**config.mk**
```make
export PLATFORM = sky130hd
export DESIGN_NAME = serial_bit_source
export DESIGN_NICKNAME = d
export VERILOG_FILES = /design/src/rtl/serial_bit_source.sv
export SDC_FILE = /design/constraint.sdc
export NUM_CORES = 1
export LEC_CHECK = 0
export CAP_MARGIN = 0
export CORE_MARGIN = 3
export CORE_UTILIZATION = 42
export DETAILED_ROUTE_END_ITERATION = 16
export PLACE_DENSITY = 0.68
export SETUP_SLACK_MARGIN = 0.3
export SYNTH_ARGS = -nofsm -noshare
export SYNTH_HDL_FRONTEND = slang
export SYNTH_SLANG_ARGS = --single-unit
```
**constraint.sdc**
```tcl
create_clock -name clk -period 1.3 [get_ports clk]
set_input_delay 0.26 -clock clk [delete_from_list [all_inputs] [get_ports clk]]
set_output_delay 0.26 -clock clk [all_outputs]
set_load 0.1 [all_outputs]
```
**src/rtl/serial_bit_source.sv**
```systemverilog
// serial_bit_source
// Parallel-to-serial feeder for the single-bit sequence detector. A word is
// accepted through a load/ready handshake and driven out one bit at a time on
// j, each bit held for HOLD clocks. j, busy and done are all registered so the
// detector sees a clean stream on the same clock.
//
// Handshake: ready is combinational and depends only on internal state (never
// on load). A word is accepted on a rising edge where load && ready are both
// high; load while ready is low is ignored with no side effect, and din is
// sampled only at that accepting edge.
//
// The FSM state is held in state_q (S_IDLE / S_SHIFT); checkers can bind to it
// directly by hierarchical reference.

module serial_bit_source #(
  parameter int WIDTH     = 8,    // bits per word, at least 2
  parameter int HOLD      = 1,    // clocks each bit stays on j, at least 1
  parameter bit MSB_FIRST = 1'b1  // 1: din[WIDTH-1] leaves first, 0: din[0] first
) (
  input  logic             clk,
  input  logic             rst,    // synchronous, active low
  input  logic [WIDTH-1:0] din,
  input  logic             load,
  output logic             ready,
  output logic             j,
  output logic             busy,
  output logic             done
);

  // Counter widths: bcnt spans 0..WIDTH-1, hcnt spans 0..HOLD-1.
  localparam int BW = (WIDTH > 1) ? $clog2(WIDTH) : 1;
  localparam int HW = $clog2(HOLD) + 1;

  localparam logic [BW-1:0] BIT_LAST  = BW'(WIDTH - 1);
  localparam logic [HW-1:0] HOLD_LAST = HW'(HOLD - 1);

  typedef enum logic {
    S_IDLE  = 1'b0,
    S_SHIFT = 1'b1
  } state_t;

  state_t           state_q, state_d;
  logic [WIDTH-1:0] sh_q, sh_d;
  logic [BW-1:0]    bcnt_q, bcnt_d;
  logic [HW-1:0]    hcnt_q, hcnt_d;
  logic             j_q, j_d;
  logic             busy_q, busy_d;
  logic             done_q, done_d;

  logic             hold_last;
  logic             word_last;
  logic             accept;

  // The bit that sits at the output end of a word. The direction is fixed at
  // elaboration, so this reduces to a plain wire selection.
  function automatic logic lead_bit(input logic [WIDTH-1:0] w);
    if (MSB_FIRST) begin
      return w[WIDTH-1];
    end else begin
      return w[0];
    end
  endfunction

  // Move the shift register one place toward its output end, filling with 0.
  function automatic logic [WIDTH-1:0] advance(input logic [WIDTH-1:0] w);
    if (MSB_FIRST) begin
      return {w[WIDTH-2:0], 1'b0};
    end else begin
      return {1'b0, w[WIDTH-1:1]};
    end
  endfunction

  // Handshake: idle always accepts; while shifting, only the final hold cycle
  // of the final bit accepts, which is what makes back-to-back words gapless.
  always_comb begin
    hold_last = (hcnt_q == HOLD_LAST);
    word_last = hold_last && (bcnt_q == BIT_LAST);
    ready     = (state_q == S_IDLE) || ((state_q == S_SHIFT) && word_last);
    accept    = load && ready;
  end

  // Next-state and registered-output computation.
  always_comb begin
    state_d = state_q;
    sh_d    = sh_q;
    bcnt_d  = bcnt_q;
    hcnt_d  = hcnt_q;
    j_d     = j_q;
    busy_d  = busy_q;
    done_d  = 1'b0;

    case (state_q)
      S_IDLE: begin
        j_d    = 1'b0;
        busy_d = 1'b0;
        if (accept) begin
          state_d = S_SHIFT;
          sh_d    = din;
          j_d     = lead_bit(din);
          bcnt_d  = '0;
          hcnt_d  = '0;
          busy_d  = 1'b1;
        end
      end

      S_SHIFT: begin
        if (!hold_last) begin
          // Still holding the current bit.
          hcnt_d = hcnt_q + HW'(1);
        end else if (!word_last) begin
          // Hold expired, more bits remain: present the next one.
          hcnt_d = '0;
          bcnt_d = bcnt_q + BW'(1);
          sh_d   = advance(sh_q);
          j_d    = lead_bit(advance(sh_q));
        end else begin
          // Last hold cycle of the last bit: the word completes here.
          done_d = 1'b1;
          hcnt_d = '0;
          bcnt_d = '0;
          if (accept) begin
            // Back-to-back word: first bit follows with no idle cycle.
            sh_d   = din;
            j_d    = lead_bit(din);
            busy_d = 1'b1;
          end else begin
            state_d = S_IDLE;
            sh_d    = '0;
            j_d     = 1'b0;
            busy_d  = 1'b0;
          end
        end
      end

      default: begin
        state_d = S_IDLE;
        sh_d    = '0;
        bcnt_d  = '0;
        hcnt_d  = '0;
        j_d     = 1'b0;
        busy_d  = 1'b0;
      end
    endcase
  end

  // State register; reset wins over any load presented on the same edge.
  always_ff @(posedge clk) begin
    if (!rst) begin
      state_q <= S_IDLE;
      sh_q    <= '0;
      bcnt_q  <= '0;
      hcnt_q  <= '0;
      j_q     <= 1'b0;
      busy_q  <= 1'b0;
      done_q  <= 1'b0;
    end else begin
      state_q <= state_d;
      sh_q    <= sh_d;
      bcnt_q  <= bcnt_d;
      hcnt_q  <= hcnt_d;
      j_q     <= j_d;
      busy_q  <= busy_d;
      done_q  <= done_d;
    end
  end

  // Registered outputs straight from their flops.
  always_comb begin
    j    = j_q;
    busy = busy_q;
    done = done_q;
  end

endmodule
```
* Word level (Yosys, flattened, before mapping) *
Index checks and enable logic that the tools add are counted.
Widths: inputs -> output; s select.

storage, ports and cells
  flip-flop bits (word level) = 15
  input bits = 11
  output and inout bits = 4

operators by class
  add/subtract/negate cells = 2
  equality and inequality tests = 4
  muxes and demuxes = 24
  bitwise logic cells = 3
  reduce and logical (&&, ||, !) cells = 7

operators with widths
  cell                 number
  $mux 7               4
  $pmux 7 s2           1
  $mux 1               11
  $mux 3               3
  $pmux 1 s2           4
  $pmux 3 s2           1
  $ne 2x2->1 const B   2
  $reduce_and 2->1     2
  $add 3x1->3 const B  1
  $eq 3x3->1 const B   1
  $logic_and 1x1->1    3
  $not 1->1            3
  $reduce_or 3->1      1
  $ne 2x1->1 const B   1
  $add 1x1->1 const B  1
  $logic_or 1x1->1     1

* Longest topological paths before layout *
  depth in word-level cells = 9
  gate-level depth with buffers = 6
  gate-level depth less buffers = 6

* Least setup slack after synthesis *
OpenSTA, ideal clock, no wires.

  path type = flip-flop to flip-flop
  start point = register bcnt_q[0]
  end point = register bcnt_q[0]
  setup time = 115 ps
  arrival = 1,445 ps
  setup slack = -260 ps
  cell stages (with the launch flop) = 7
  path through = dfxtp_1 ha_1 ha_1 nor2b_4 inv_2 mux2i_1 and2_1

on the way
  cells in the longest elaborated chain, start to end = 7
  elaborated cells between the ends (all ways) = 11
  those cells by class = add/sub: 1; eq/ne: 2; mux: 3; reduce/logical: 5

RTL lines
  what                               RTL line  RTL
  start, declared                    44        logic [BW-1:0] bcnt_q, bcnt_d;
  start signal, assigned             159       bcnt_q <= bcnt_d;
  $eq 3x3->1                         77        word_last = hold_last && (bcnt_q == BIT_LAST);
  $logic_and 1x1->1                  77
  via word_last                      51        logic word_last;
  $logic_and 1x1->1                  78        ready = (state_q == S_IDLE) || ((state_q == S_SHIFT) && word_last);
  $logic_or 1x1->1                   78
  via ready                          24        output logic ready,
  $logic_and 1x1->1                  79        accept = load && ready;
  $ne 2x2->1 (no source line)        n/a
  $reduce_and 2->1 (no source line)  n/a

The timed path passes the listed nets, and every way through them passes these cells. The select of a mux whose other input is x is not followed.
A chain may end at the register's enable or synchronous reset.

* Final worst setup path *
  start point = register bcnt_q[1]
  end point = output port ready

on the way
  cells in the longest elaborated chain, start to end = 4

RTL lines
  what               RTL line
  $eq 3x3->1         77
  $logic_and 1x1->1  77
  via word_last      51
  $logic_and 1x1->1  78
  $logic_or 1x1->1   78
  end, declared      24

The timed path passes the listed nets, and every way through them passes these cells.

==> report_table.html <==
<table>
<tr><th>Metric</th><th>Value</th></tr>
<tr><th colspan="2">STA</th></tr>
<tr><td>Final hold viol count</td><td>0</td></tr>
<tr><td>Max Transition Viols Final</td><td>0</td></tr>
<tr><td>TNS Setup</td><td>-2.080 ns</td></tr>
<tr><td>Setup violation total in the final timing report</td><td>14</td></tr>
<tr><td>Tcrit/Tclk final</td><td>121.6%</td></tr>
<tr><td>Tightest slew margin relative to the limit</td><td>84.59%</td></tr>
<tr><td>Post-layout worst setup margin</td><td>-0.2812 ns</td></tr>
<tr><td>Unrepaired setup endpoints after global routing</td><td>yes</td></tr>
<tr><td>Clock period minus worst slack</td><td>1.581 ns</td></tr>
<tr><td>Maximum clock frequency</td><td>0.6324 GHz</td></tr>
<tr><td>Clock Skew</td><td>0.0006753 ns</td></tr>
<tr><td>Slew of the pin with the lowest slew margin</td><td>0.2307 ns</td></tr>
<tr><th colspan="2">Setup path</th></tr>
<tr><td>Slowest stage delay, CP</td><td>0.34 ns</td></tr>
<tr><td>Most common cell type on the critical path</td><td>sky130_fd_sc_hd__ha_4</td></tr>
<tr><td>Number of cells on the worst reg-to-reg path</td><td>8</td></tr>
<tr><td>Crit path buffers/inverters</td><td>2</td></tr>
<tr><td>Kind of start point of the critical path</td><td>flop</td></tr>
<tr><td>Cell chain of the critical path</td><td>ha_4 &gt; ha_4 &gt; nor2b_4 &gt; inv_8 &gt; buf_12</td></tr>
<tr><td>Worst Path Required</td><td>1.04 ns</td></tr>
<tr><td>Maximum fanout along the worst path</td><td>2</td></tr>
<tr><td>Startpoint of the most critical register-to-register path</td><td>bcnt_q[1]</td></tr>
<tr><td>Setup slack on the worst flop-to-flop path</td><td>-0.25 ns</td></tr>
<tr><td>Library cell contributing the largest single delay on the critical path</td><td>sky130_fd_sc_hd__dfxtp_2</td></tr>
<tr><td>Worst Setup End Kind</td><td>output port</td></tr>
<tr><td>Reg-to-reg endpoint</td><td>sh_q[2]</td></tr>
<tr><td>Class of the most critical setup path</td><td>reg -&gt; out</td></tr>
<tr><td>Arrival time at the worst endpoint</td><td>1.32 ns</td></tr>
<tr><td>Cell type group with the largest total delay on the critical path</td><td>flip-flops</td></tr>
<tr><th colspan="2">Die</th></tr>
<tr><td>Number of primary I/O pins</td><td>15</td></tr>
<tr><td>Die H</td><td>44.90 um</td></tr>
<tr><td>Core Footprint</td><td>0.001366 mm2</td></tr>
<tr><td>Total Die Area</td><td>0.002016 mm2</td></tr>
<tr><td>Die X-Extent</td><td>44.90 um</td></tr>
<tr><td>Initial cell density of the core</td><td>46.52%</td></tr>
<tr><td>Number of rows created at floorplan</td><td>13</td></tr>
<tr><th colspan="2">Routing</th></tr>
<tr><td>Drt pass-1 iters</td><td>1</td></tr>
<tr><td>Violation count after the first detailed-routing iteration</td><td>0</td></tr>
<tr><td>Met1 wire length</td><td>662 um</td></tr>
<tr><td>Number of DRC violations after detailed routing</td><td>0</td></tr>
<tr><td>Antenna Nets Post-Route</td><td>0</td></tr>
<tr><td>Met3 layer wire length in the routed design</td><td>101 um</td></tr>
<tr><td>Total number of vias</td><td>597</td></tr>
<tr><td>DR vias/cell</td><td>5.283</td></tr>
<tr><td>Uppermost metal layer occupied by signal nets</td><td>met4</td></tr>
<tr><td>Drt wl/cell</td><td>13.19 um</td></tr>
<tr><td>Met2 routed WL</td><td>709 um</td></tr>
<tr><td>Total routed wirelength</td><td>1.491 mm</td></tr>
<tr><th colspan="2">CTS</th></tr>
<tr><td>H-tree levels</td><td>1</td></tr>
<tr><td>Worst skew pair latency</td><td>0.28 ns</td></tr>
<tr><td>Sink Count</td><td>14</td></tr>
<tr><td>Root cell of the clock tree</td><td>sky130_fd_sc_hd__clkbuf_4</td></tr>
<tr><td>Number of clock buffers inserted by TritonCTS</td><td>3</td></tr>
<tr><td>Clock transition time at the flip-flop clock pins of the worst setup and hold paths</td><td>0.08 ns</td></tr>
<tr><td>Hold-fix buffers at CTS</td><td>0</td></tr>
<tr><td>Bufs on Longest Clock Path</td><td>2</td></tr>
<tr><td>Clock tree from TritonCTS</td><td>yes</td></tr>
<tr><th colspan="2">Power and ir drop</th></tr>
<tr><td>Peak supply drop</td><td>0.8067 mV</td></tr>
<tr><td>Ratio of total power to cell area</td><td>940.8 mW/mm2</td></tr>
<tr><td>Total power of the final layout</td><td>1.044 mW</td></tr>
<tr><td>Leakage power figure</td><td>0.4520 nW</td></tr>
<tr><th colspan="2">Global route</th></tr>
<tr><td>Pin count of the biggest net entering global routing</td><td>15</td></tr>
<tr><td>Wire length of the first global-routing pass</td><td>2.504 mm</td></tr>
<tr><td>Residual overflow from global routing</td><td>0</td></tr>
<tr><td>Vias in the first global route</td><td>571</td></tr>
<tr><td>Total GRT Usage</td><td>17.16%</td></tr>
<tr><td>Number of antenna violations at the first check in global routing</td><td>0</td></tr>
<tr><th colspan="2">Hold path</th></tr>
<tr><td>Worst Hold End</td><td>j</td></tr>
<tr><td>Type of the most critical hold path</td><td>reg -&gt; reg</td></tr>
<tr><td>Start point of the worst hold path</td><td>sh_q[6]</td></tr>
<tr><td>Hold Crit Depth</td><td>2</td></tr>
<tr><th colspan="2">Synthesis</th></tr>
<tr><td>Area share of the largest cell type after synthesis</td><td>44.09%</td></tr>
<tr><td>Avg Synthesized Cell Area</td><td>9.779 um2</td></tr>
<tr><td>Cell types with the largest area share after synthesis</td><td>sky130_fd_sc_hd__dfxtp_1, sky130_fd_sc_hd__a32oi_1, sky130_fd_sc_hd__ha_1</td></tr>
<tr><td>Post-synthesis cell type count</td><td>27</td></tr>
<tr><td>Portion of the post-synthesis area used by sequential elements</td><td>44.09%</td></tr>
<tr><td>Yosys warns</td><td>0</td></tr>
<tr><td>Netlist area before placement</td><td>635.6 um2</td></tr>
<tr><td>Count of mapped cells out of synthesis</td><td>65</td></tr>
<tr><td>Post-synth net total</td><td>78</td></tr>
<tr><td>Count of state elements after synthesis</td><td>14</td></tr>
<tr><td>Largest area contributor in the netlist</td><td>sky130_fd_sc_hd__dfxtp_1</td></tr>
<tr><th colspan="2">Cells and area</th></tr>
<tr><td>Diode insertion count for antenna repair</td><td>0</td></tr>
<tr><td>Nets</td><td>112</td></tr>
<tr><td>Combined area of the multi-input logic cells</td><td>401.6 um2</td></tr>
<tr><td>Core Util, Final</td><td>81.23%</td></tr>
<tr><td>Register area</td><td>286.5 um2</td></tr>
<tr><td>Area growth, synth to finish</td><td>74.61%</td></tr>
<tr><td>Layout cell share with drive strength beyond 1</td><td>54.08%</td></tr>
<tr><td>Filler instances</td><td>85</td></tr>
<tr><td>Commonest non-fill, non-tap cell in the layout</td><td>sky130_fd_sc_hd__buf_4</td></tr>
<tr><td>Most frequent cells in the layout</td><td>sky130_fd_sc_hd__buf_4, sky130_fd_sc_hd__dfxtp_1, sky130_fd_sc_hd__clkdlybuf4s50_1</td></tr>
<tr><th colspan="2">Place</th></tr>
<tr><td>Detailed placer's ending HPWL</td><td>1.045 mm</td></tr>
<tr><td>Final GP Congestion</td><td>0.7653</td></tr>
<tr><td>Number of I/O port buffers</td><td>14</td></tr>
<tr><th colspan="2">Run status</th></tr>
<tr><td>Failing checks</td><td>setup timing</td></tr>
<tr><td>Outcome</td><td>finished, violations left</td></tr>
<tr><th colspan="2">Flow run</th></tr>
<tr><td>Max-cap violations</td><td>0</td></tr>
</table>
==> worst register-to-register path, stage by stage, from the launching register on <==
cell	delay, ns
sky130_fd_sc_hd__dfxtp_2	0.34
sky130_fd_sc_hd__ha_4	0.16
sky130_fd_sc_hd__ha_4	0.16
sky130_fd_sc_hd__buf_4	0.13
sky130_fd_sc_hd__buf_6	0.10
sky130_fd_sc_hd__buf_6	0.11
sky130_fd_sc_hd__a21bo_4	0.20
sky130_fd_sc_hd__a221oi_2	0.20
sky130_fd_sc_hd__nor2_1	0.06
==> routing by layer <==
metal,global-route usage (%),up-vias
met5,0,-
met1,20.63,277
met2,27.79,14
met3,7.171,4
li1,-,302
met4,5.263,0
==> cells by family after synthesis <==
| family | Yosys count | share of synthesized area, % |
|---|---|---|
| AND/OR/NAND/NOR | 18 | 16.73 |
| adder cells (fa/ha/maj) | 2 | 3.936 |
| multiplexers | 1 | 1.575 |
| buffers and inverters | 7 | 6.691 |
| AO/OA/AOI/OAI | 23 | 26.97 |
| flip-flops | 14 | 44.09 |
==> repair_timing <==
item,in CTS,in global routing
hold endpoints to repair,0,0
pin swaps,3,3
cloned,0,0
buffers inserted,5,3
gates resized for setup,6,12
setup endpoints to repair,17,18
==> metrics by stage <==
step                worst slack [ns]  cell area (um2)  instances  hold slack (ns)
floorplan                    0.01787            693.2         65           0.3993
global placement             -0.1439            943.4        101           0.4592
detailed placement           -0.1581            943.4        101           0.4691
CTS                          -0.2919             1033        110           0.4696
global route                 -0.3462             1110        113           0.5028
finish                       -0.2812             1110        113           0.4680
==> worst max path at each step <==
stage	from	end	slack, ns	cells past startpoint
5_1_grt	bcnt_q[0]	ready	-0.35	5
4_1_cts	bcnt_q[1]	ready	-0.29	5
3_5_place_dp	load	sh_q[6]	-0.16	4
3_3_place_gp	load	sh_q[6]	-0.14	4
2_1_floorplan	bcnt_q[0]	sh_q[0]	0.02	6
6_report	bcnt_q[1]	ready	-0.28	5
==> synth_stat cells <==
| library cell | number |
|---|---|
| sky130_fd_sc_hd__buf_6 | 2 |
| sky130_fd_sc_hd__a221oi_2 | 1 |
| sky130_fd_sc_hd__a21boi_1 | 3 |
| sky130_fd_sc_hd__a22oi_1 | 3 |
| sky130_fd_sc_hd__nor2_1 | 2 |
| sky130_fd_sc_hd__buf_2 | 1 |
| sky130_fd_sc_hd__clkbuf_1 | 1 |
| sky130_fd_sc_hd__nor2b_4 | 1 |
| sky130_fd_sc_hd__nand2_1 | 3 |
| sky130_fd_sc_hd__o21a_1 | 1 |
| sky130_fd_sc_hd__and2_1 | 1 |
| sky130_fd_sc_hd__ha_1 | 2 |
| sky130_fd_sc_hd__dfxtp_1 | 14 |
| sky130_fd_sc_hd__nor3b_1 | 2 |
| sky130_fd_sc_hd__nor2b_1 | 3 |
| sky130_fd_sc_hd__a21boi_0 | 2 |
| sky130_fd_sc_hd__o21ai_0 | 3 |
| sky130_fd_sc_hd__a32oi_1 | 3 |
| sky130_fd_sc_hd__a21bo_2 | 1 |
| sky130_fd_sc_hd__and3_2 | 1 |
| sky130_fd_sc_hd__inv_2 | 1 |
| sky130_fd_sc_hd__mux2i_1 | 1 |
| sky130_fd_sc_hd__a21o_2 | 2 |
| sky130_fd_sc_hd__nand3_1 | 4 |
| sky130_fd_sc_hd__inv_1 | 2 |
| sky130_fd_sc_hd__a21oi_1 | 4 |
| sky130_fd_sc_hd__or2_2 | 1 |
==> flip-flops by register name (all words and copies together) (netlist names) <==
name	count
bcnt_q	3
busy	1
done	1
sh_q	7
j	1
state_q	1
==> area by class of cell <==
cell class,instances,area share [%]
Inverter,3,1.691
Timing Repair Buffer,33,31.34
Clock buffer,4,3.269
Multi-Input combinational cell,44,36.19
Tap cell,15,1.691
Sequential cell,14,25.82
==> report_power, final <==
group / switching, mW / total [mW] / leakage [nW] / internal (mW)
clock: 0.140 / 0.310 / 0.0210 / 0.170
sequential: 0.0208 / 0.475 / 0.117 / 0.454
combinational: 0.122 / 0.259 / 0.314 / 0.137
No activity file was read; power rests on OpenSTA's default activity.
